## src/rtl/gcd_seq.sv

```systemverilog
// gcd_seq: iterative binary (Stein) GCD engine.
// One operation in flight. A small shift/subtract datapath is reused over
// many cycles. Operands are WIDTH bits, taken as magnitudes when SIGNED=1.
// The FSM state is exported on dbg_state so that checkers can bind to it.
//
// Handshake (both sides): a transfer happens on a rising clk edge where
// valid && ready are both high. The producer may not assume a transfer
// until it sees ready high at an edge. in_ready is high only in IDLE, so
// in_valid is ignored while busy. out_valid is high only in DONE and is
// held, with gcd_out/coprime stable, until out_ready is seen. IDLE and DONE
// never overlap, so an accept and a result handoff never share an edge.
module gcd_seq #(
    parameter int WIDTH  = 8,
    parameter bit SIGNED = 1'b1
) (
    input  logic             clk,
    input  logic             rst_n,
    input  logic             in_valid,
    output logic             in_ready,
    input  logic [WIDTH-1:0] a_in,
    input  logic [WIDTH-1:0] b_in,
    output logic             out_valid,
    input  logic             out_ready,
    output logic [WIDTH-1:0] gcd_out,
    output logic             coprime,
    output logic             busy,
    output logic [2:0]       dbg_state
);

    // k counts the shared factors of two. It never exceeds WIDTH-1.
    localparam int KW = $clog2(WIDTH) + 1;

    localparam logic [WIDTH-1:0] ONE  = {{(WIDTH-1){1'b0}}, 1'b1};
    localparam logic [KW-1:0]    KONE = {{(KW-1){1'b0}}, 1'b1};

    typedef enum logic [2:0] {
        S_IDLE   = 3'd0,
        S_CHECK  = 3'd1,
        S_TWOS   = 3'd2,
        S_ODDA   = 3'd3,
        S_REDUCE = 3'd4,
        S_DONE   = 3'd5
    } state_t;

    state_t state, state_nxt;

    logic [WIDTH-1:0] a_q, b_q;
    logic [KW-1:0]    k_q;
    logic [WIDTH-1:0] res_q;
    logic             cop_q;

    // Decoded datapath conditions.
    logic             a_zero, b_zero, a_odd, b_odd, a_gt_b;
    logic [WIDTH-1:0] diff_ab, diff_ba, shifted;

    // Two's-complement magnitude. The most negative value maps to 2^(WIDTH-1),
    // and that still fits in WIDTH unsigned bits.
    function automatic logic [WIDTH-1:0] magnitude(input logic [WIDTH-1:0] v);
        if (SIGNED && v[WIDTH-1])
            return (~v) + ONE;
        else
            return v;
    endfunction

    // Combinational decode of the a/b registers. The subtractions are only used
    // when the larger operand is the minuend, so they never wrap.
    always_comb begin
        a_zero  = (a_q == '0);
        b_zero  = (b_q == '0);
        a_odd   = a_q[0];
        b_odd   = b_q[0];
        a_gt_b  = (a_q > b_q);
        diff_ab = a_q - b_q;
        diff_ba = b_q - a_q;
        shifted = a_q << k_q;
    end

    // State register. An asynchronous reset aborts any operation in flight.
    always_ff @(posedge clk or negedge rst_n) begin
        if (!rst_n)
            state <= S_IDLE;
        else
            state <= state_nxt;
    end

    // Next-state logic: exactly one step of the Stein algorithm per clock.
    always_comb begin
        state_nxt = state;
        case (state)
            S_IDLE:   if (in_valid) state_nxt = S_CHECK;
            S_CHECK:  state_nxt = (a_zero || b_zero) ? S_DONE : S_TWOS;
            S_TWOS:   if (a_odd || b_odd) state_nxt = S_ODDA;
            S_ODDA:   if (a_odd) state_nxt = S_REDUCE;
            S_REDUCE: if (b_zero) state_nxt = S_DONE;
            S_DONE:   if (out_ready) state_nxt = S_IDLE;
            default:  state_nxt = S_IDLE;
        endcase
    end

    // Datapath. Load the magnitudes on accept, then shift and subtract.
    // Capture the result on the way into DONE and hold it afterwards.
    always_ff @(posedge clk or negedge rst_n) begin
        if (!rst_n) begin
            a_q   <= '0;
            b_q   <= '0;
            k_q   <= '0;
            res_q <= '0;
            cop_q <= 1'b0;
        end else begin
            case (state)
                S_IDLE: begin
                    if (in_valid) begin
                        a_q <= magnitude(a_in);
                        b_q <= magnitude(b_in);
                        k_q <= '0;
                    end
                end
                S_CHECK: begin
                    // k is still zero here, so the surviving operand is the result.
                    if (a_zero) begin
                        res_q <= b_q;
                        cop_q <= (b_q == ONE);
                    end else if (b_zero) begin
                        res_q <= a_q;
                        cop_q <= (a_q == ONE);
                    end
                end
                S_TWOS: begin
                    if (!a_odd && !b_odd) begin
                        a_q <= a_q >> 1;
                        b_q <= b_q >> 1;
                        k_q <= k_q + KONE;
                    end
                end
                S_ODDA: begin
                    if (!a_odd)
                        a_q <= a_q >> 1;
                end
                S_REDUCE: begin
                    // a is odd on entry and stays odd: it only ever takes an odd b.
                    if (b_zero) begin
                        res_q <= shifted;
                        cop_q <= (shifted == ONE);
                    end else if (!b_odd) begin
                        b_q <= b_q >> 1;
                    end else if (a_gt_b) begin
                        a_q <= b_q;
                        b_q <= diff_ab;
                    end else begin
                        b_q <= diff_ba;
                    end
                end
                default: ;
            endcase
        end
    end

    // Handshake and status outputs come straight from the state.
    always_comb begin
        in_ready  = (state == S_IDLE);
        out_valid = (state == S_DONE);
        busy      = (state != S_IDLE);
        gcd_out   = res_q;
        coprime   = cop_q;
        dbg_state = state;
    end

    // Embedded protocol checks.
    a_no_overlap: assert property (@(posedge clk) disable iff (!rst_n)
        !(in_ready && out_valid));
    a_k_bound: assert property (@(posedge clk) disable iff (!rst_n)
        int'(k_q) <= WIDTH - 1);
    a_out_hold: assert property (@(posedge clk) disable iff (!rst_n)
        (out_valid && !out_ready) |=> (out_valid && $stable(gcd_out) && $stable(coprime)));

endmodule

```

## config.mk

```make
export PLATFORM = sky130hd
export DESIGN_NAME = gcd_seq
export DESIGN_NICKNAME = d
export VERILOG_FILES = /design/src/rtl/gcd_seq.sv
export SDC_FILE = /design/constraint.sdc
export NUM_CORES = 1
export LEC_CHECK = 0
export ABC_CLOCK_PERIOD_IN_PS = 2800
export BUFFER_PORTS_ARGS = -buffer_cell sky130_fd_sc_hd__buf_2
export CAP_MARGIN = 20
export CORE_UTILIZATION = 25
export CTS_BUF_LIST = sky130_fd_sc_hd__clkbuf_4
export CTS_CLUSTER_DIAMETER = 40
export DETAILED_ROUTE_END_ITERATION = 8
export GPL_ROUTABILITY_DRIVEN = 0
export GPL_TIMING_DRIVEN = 1
export HOLD_SLACK_MARGIN = 0.02
export SLEW_MARGIN = 20
export SYNTH_ARGS = -nofsm -noshare
export SYNTH_HDL_FRONTEND = slang
export SYNTH_SLANG_ARGS = --single-unit
```

## constraint.sdc

```tcl
create_clock -name clk -period 2.8 [get_ports clk]
set_input_delay 0 -clock clk [delete_from_list [all_inputs] [get_ports clk]]
set_output_delay 0 -clock clk [all_outputs]
set_load 0.02 [all_outputs]
```

==> impl_metrics.py <==
metrics = {
    "grt": {
        "grt_max_degree": 33,
        "antenna_found_initial": 0,
        "grt_pass1_vias": 3113,
        "track_usage_pct": 15.3,
        "overflow": 0,
        "grt_pass1_wl_um": 15600,
    },
    "final_layout": {
        "antennaDiodeCount": 0,
        "seqCellArea_um2": 802,
        "drive_gt1_share_pct": 19.4,
        "final_cell_mix": "42 x nand2_1, 40 x a21oi_1, 34 x buf_2",
        "multi_input_area_mm2": 0.00209,
        "syn2layout_area_growth_pct": 16.0,
        "mostFrequentLayoutCell": "nand2_1",
        "n_fill_cell": 1297,
        "final_cell_area_mm2": 0.00361,
        "nNetsFinal": 473,
        "final_cells": 600,
    },
    "sta": {
        "hold_viol_final": 0,
        "fmaxAchievable_mhz": 384,
        "worst_slew_pin_slew_ps": 759,
        "slew_headroom_pct": 49.4,
        "setup_viol": 0,
        "rsz0062_at_grt": "no",
        "slew_viol_final": 0,
        "skew_ps": 9.81,
        "setup-tns-final_ps": 0,
        "worst_hold_slack_ps": 55.6,
        "fin_ws_ps": 193,
        "post-route-period-util_pct": 93.1,
        "fin_crit_ps": 2610,
    },
    "clock_network": {
        "htreeDepth": 2,
        "clock_path_buffers": 2,
        "postCtsSetupRepairBufs": 0,
        "cts_tree": "built",
        "cts-root-buf": "clkbuf_4",
        "clock-sinks": 32,
        "clk_latency_ps": 350,
        "clkSlewWorstSetupHoldPaths_ps": 100,
        "cts_buffers": 5,
    },
    "pwr": {
        "power_switching_w": 0.00241,
        "combPwrFrac_pct": 72.6,
        "switching_share_pct": 53.6,
        "p_int_w": 0.00209,
        "power.density_mw_per_mm2": 1250,
        "ir_drop_uv": 308,
        "leakage_nw": 1.53,
        "p_seq_share_pct": 21.6,
        "pwr-share-clk_pct": 5.8,
    },
    "setup_path": {
        "crit_fanout": 6,
        "crit_arrival_ps": 2870,
        "critical_path_class": "reg2reg",
        "cp.required_ps": 3060,
        "end_kind": "register",
        "startpoint_type": "register",
    },
    "synth": {
        "avgSynthCellArea_um2": 7.96,
        "muxShareOfSynthArea_pct": 6.39,
        "yosys.area_share.simple_pct": 18.4,
        "synth_top_family_by_area": "compound AO/OA/AOI/OAI gates",
        "syn_nets": 432,
        "async_flop_share_pct": 100,
        "synth_xor_area_share_pct": 4.50,
        "synth_edf_count": 0,
        "ys.flop_type": "dfrtp_1",
        "synth_cells": 391,
        "synth-compound-area-share_pct": 28.6,
        "synthAdderAreaFrac_pct": 8.92,
        "synth_area_mm2": 0.00311,
        "yosysWarnings": 0,
        "ys_ff_latch": 32,
        "yosysSeqAreaShare_pct": 25.7,
        "synth_cell_type_count": 62,
    },
    "floorplan": {
        "io-pin-count": 35,
        "start_util_pct": 25.8,
        "die_w_um": 114,
        "core_area_mm2": 0.0121,
        "die_area_mm2": 0.0129,
        "core.rowCount": 40,
        "die-height_um": 114,
    },
    "routing": {
        "dr.pass1.iters": 7,
        "wl_per_cell_um": 15.8,
        "drc_errors": 0,
        "viasPerCell": 5.27,
        "drtAntennaViolNets": 0,
        "wirelength_um": 9450,
        "drt_iter0_drc": 272,
        "vias": 3161,
    },
    "place": {
        "place_hpwl_um": 7280,
        "placed_cell_area_mm2": 0.00354,
        "place_ws_ps": 107,
        "placed_cells": 591,
        "io_buffers": 34,
    },
    "job": {
        "maxCapViolations": 0,
    },
    "min_path": {
        "hold_path_class": "in2reg",
    },
    "status": {
        "status": "finished, final reports clean",
    },
}
## per-layer routing
| layer | global-route usage (%) | up-vias | part of all wire [%] |
|---|---|---|---|
| met4 | 6.49 | 0 | 3.2 |
| met1 | 19.1 | 1521 | 44 |
| li1 | - | 1508 | - |
| met2 | 26.1 | 106 | 48 |
| met5 | 0 | - | 0 |
| met3 | 2.50 | 26 | 4.7 |
## power groups by stage
stage | Sequential [W] | Combinational (W) | Clock (W)
after floorplan | 0.000959 | 0.00231 | 0
after global placement | 0.000965 | 0.00316 | 0
after detailed placement | 0.000977 | 0.00320 | 0
after CTS | 0.000967 | 0.00322 | 0.000267
after global routing | 0.00101 | 0.00361 | 0.000278
final | 0.000973 | 0.00327 | 0.000261
## synthesized netlist by cell type, types with 4 or more instances
| cell | n | share of area, % |
|---|---|---|
| a21oi_1 | 40 | 6.4 |
| nand3_1 | 6 | 0.96 |
| clkbuf_1 | 9 | 1.1 |
| a221oi_1 | 6 | 1.7 |
| o22ai_1 | 4 | 0.80 |
| xor2_1 | 8 | 2.2 |
| dfrtp_1 | 32 | 26 |
| or3_1 | 5 | 1.0 |
| xnor2_1 | 8 | 2.2 |
| o211ai_1 | 4 | 0.96 |
| mux2_2 | 5 | 1.8 |
| nor2_1 | 26 | 3.1 |
| buf_2 | 10 | 1.6 |
| ha_1 | 19 | 7.6 |
| o21ai_2 | 7 | 2.0 |
| nor4_1 | 6 | 1.2 |
| o21ai_1 | 4 | 0.64 |
| nand2b_1 | 7 | 1.4 |
| nand2_1 | 42 | 5.1 |
| nor3_1 | 5 | 0.80 |
| inv_1 | 27 | 3.3 |
| a22oi_1 | 6 | 1.4 |
| o21ai_0 | 29 | 4.7 |
| mux2i_1 | 12 | 3.9 |
## flip-flops by register name, summed over array words and instances, names as in the netlist
signal and cells:
dbg_state 3, b_q 8, coprime 1, gcd_out 8, a_q 8, k_q 4
## per-stage QoR
stage	util (%)	power [W]
2_1_floorplan	-	0.00326
3_3_place_gp	29.3	0.00413
3_5_place_dp	29.3	0.00418
4_1_cts	29.9	0.00445
5_1_grt	29.9	0.00490
6_report	29.9	0.00450
## worst max-delay path, stage by stage, from the launching register on
cell      delay (ps)
dfrtp_1          490
inv_1             90
ha_1             370
nand4_2          140
or4_4            530
o21a_1           160
buf_4            170
a311oi_1         200
a21oi_1           80
xnor2_1          130
o21ai_0          160
## worst paths after layout
path | from | end | slack [ps] | cells past startpoint
worst min register to register | gcd_out[1] | gcd_out[1] | 520 | 1
max in group asynchronous | rst_n | a_q[6] | 2030 | 2
worst max-delay path | b_q[7] | b_q[5] | 190 | 10
min in group asynchronous | rst_n | gcd_out[6] | 240 | 2
worst max register to register | b_q[7] | b_q[5] | 190 | 10
worst min-delay path | b_in[6] | b_q[7] | 60 | 4
## cell type report
class	instances	area share [%]
inverters	27	2.81
well taps	168	5.82
multi-input cells	308	57.7
clock buffers	5	1.04
clock inverters	2	0.208
repair buffers	58	10.2
flip-flops and latches	32	22.2
## kinds of logic after synthesis
logic type | Yosys count
flip-flops | 32
buffers and inverters | 51
XOR/XNOR | 16
adder cells (fa/ha/maj) | 21
AND/OR/NAND/NOR | 116
multiplexers | 18
AO/OA/AOI/OAI | 137
## timing repair
action,4_1_cts,5_1_grt
endpoints found under the setup margin,0,9
resized for setup,0,2
hold endpoints to repair,33,0
hold buffers,2,0
Note: power is estimated with default switching activity, not from simulation.
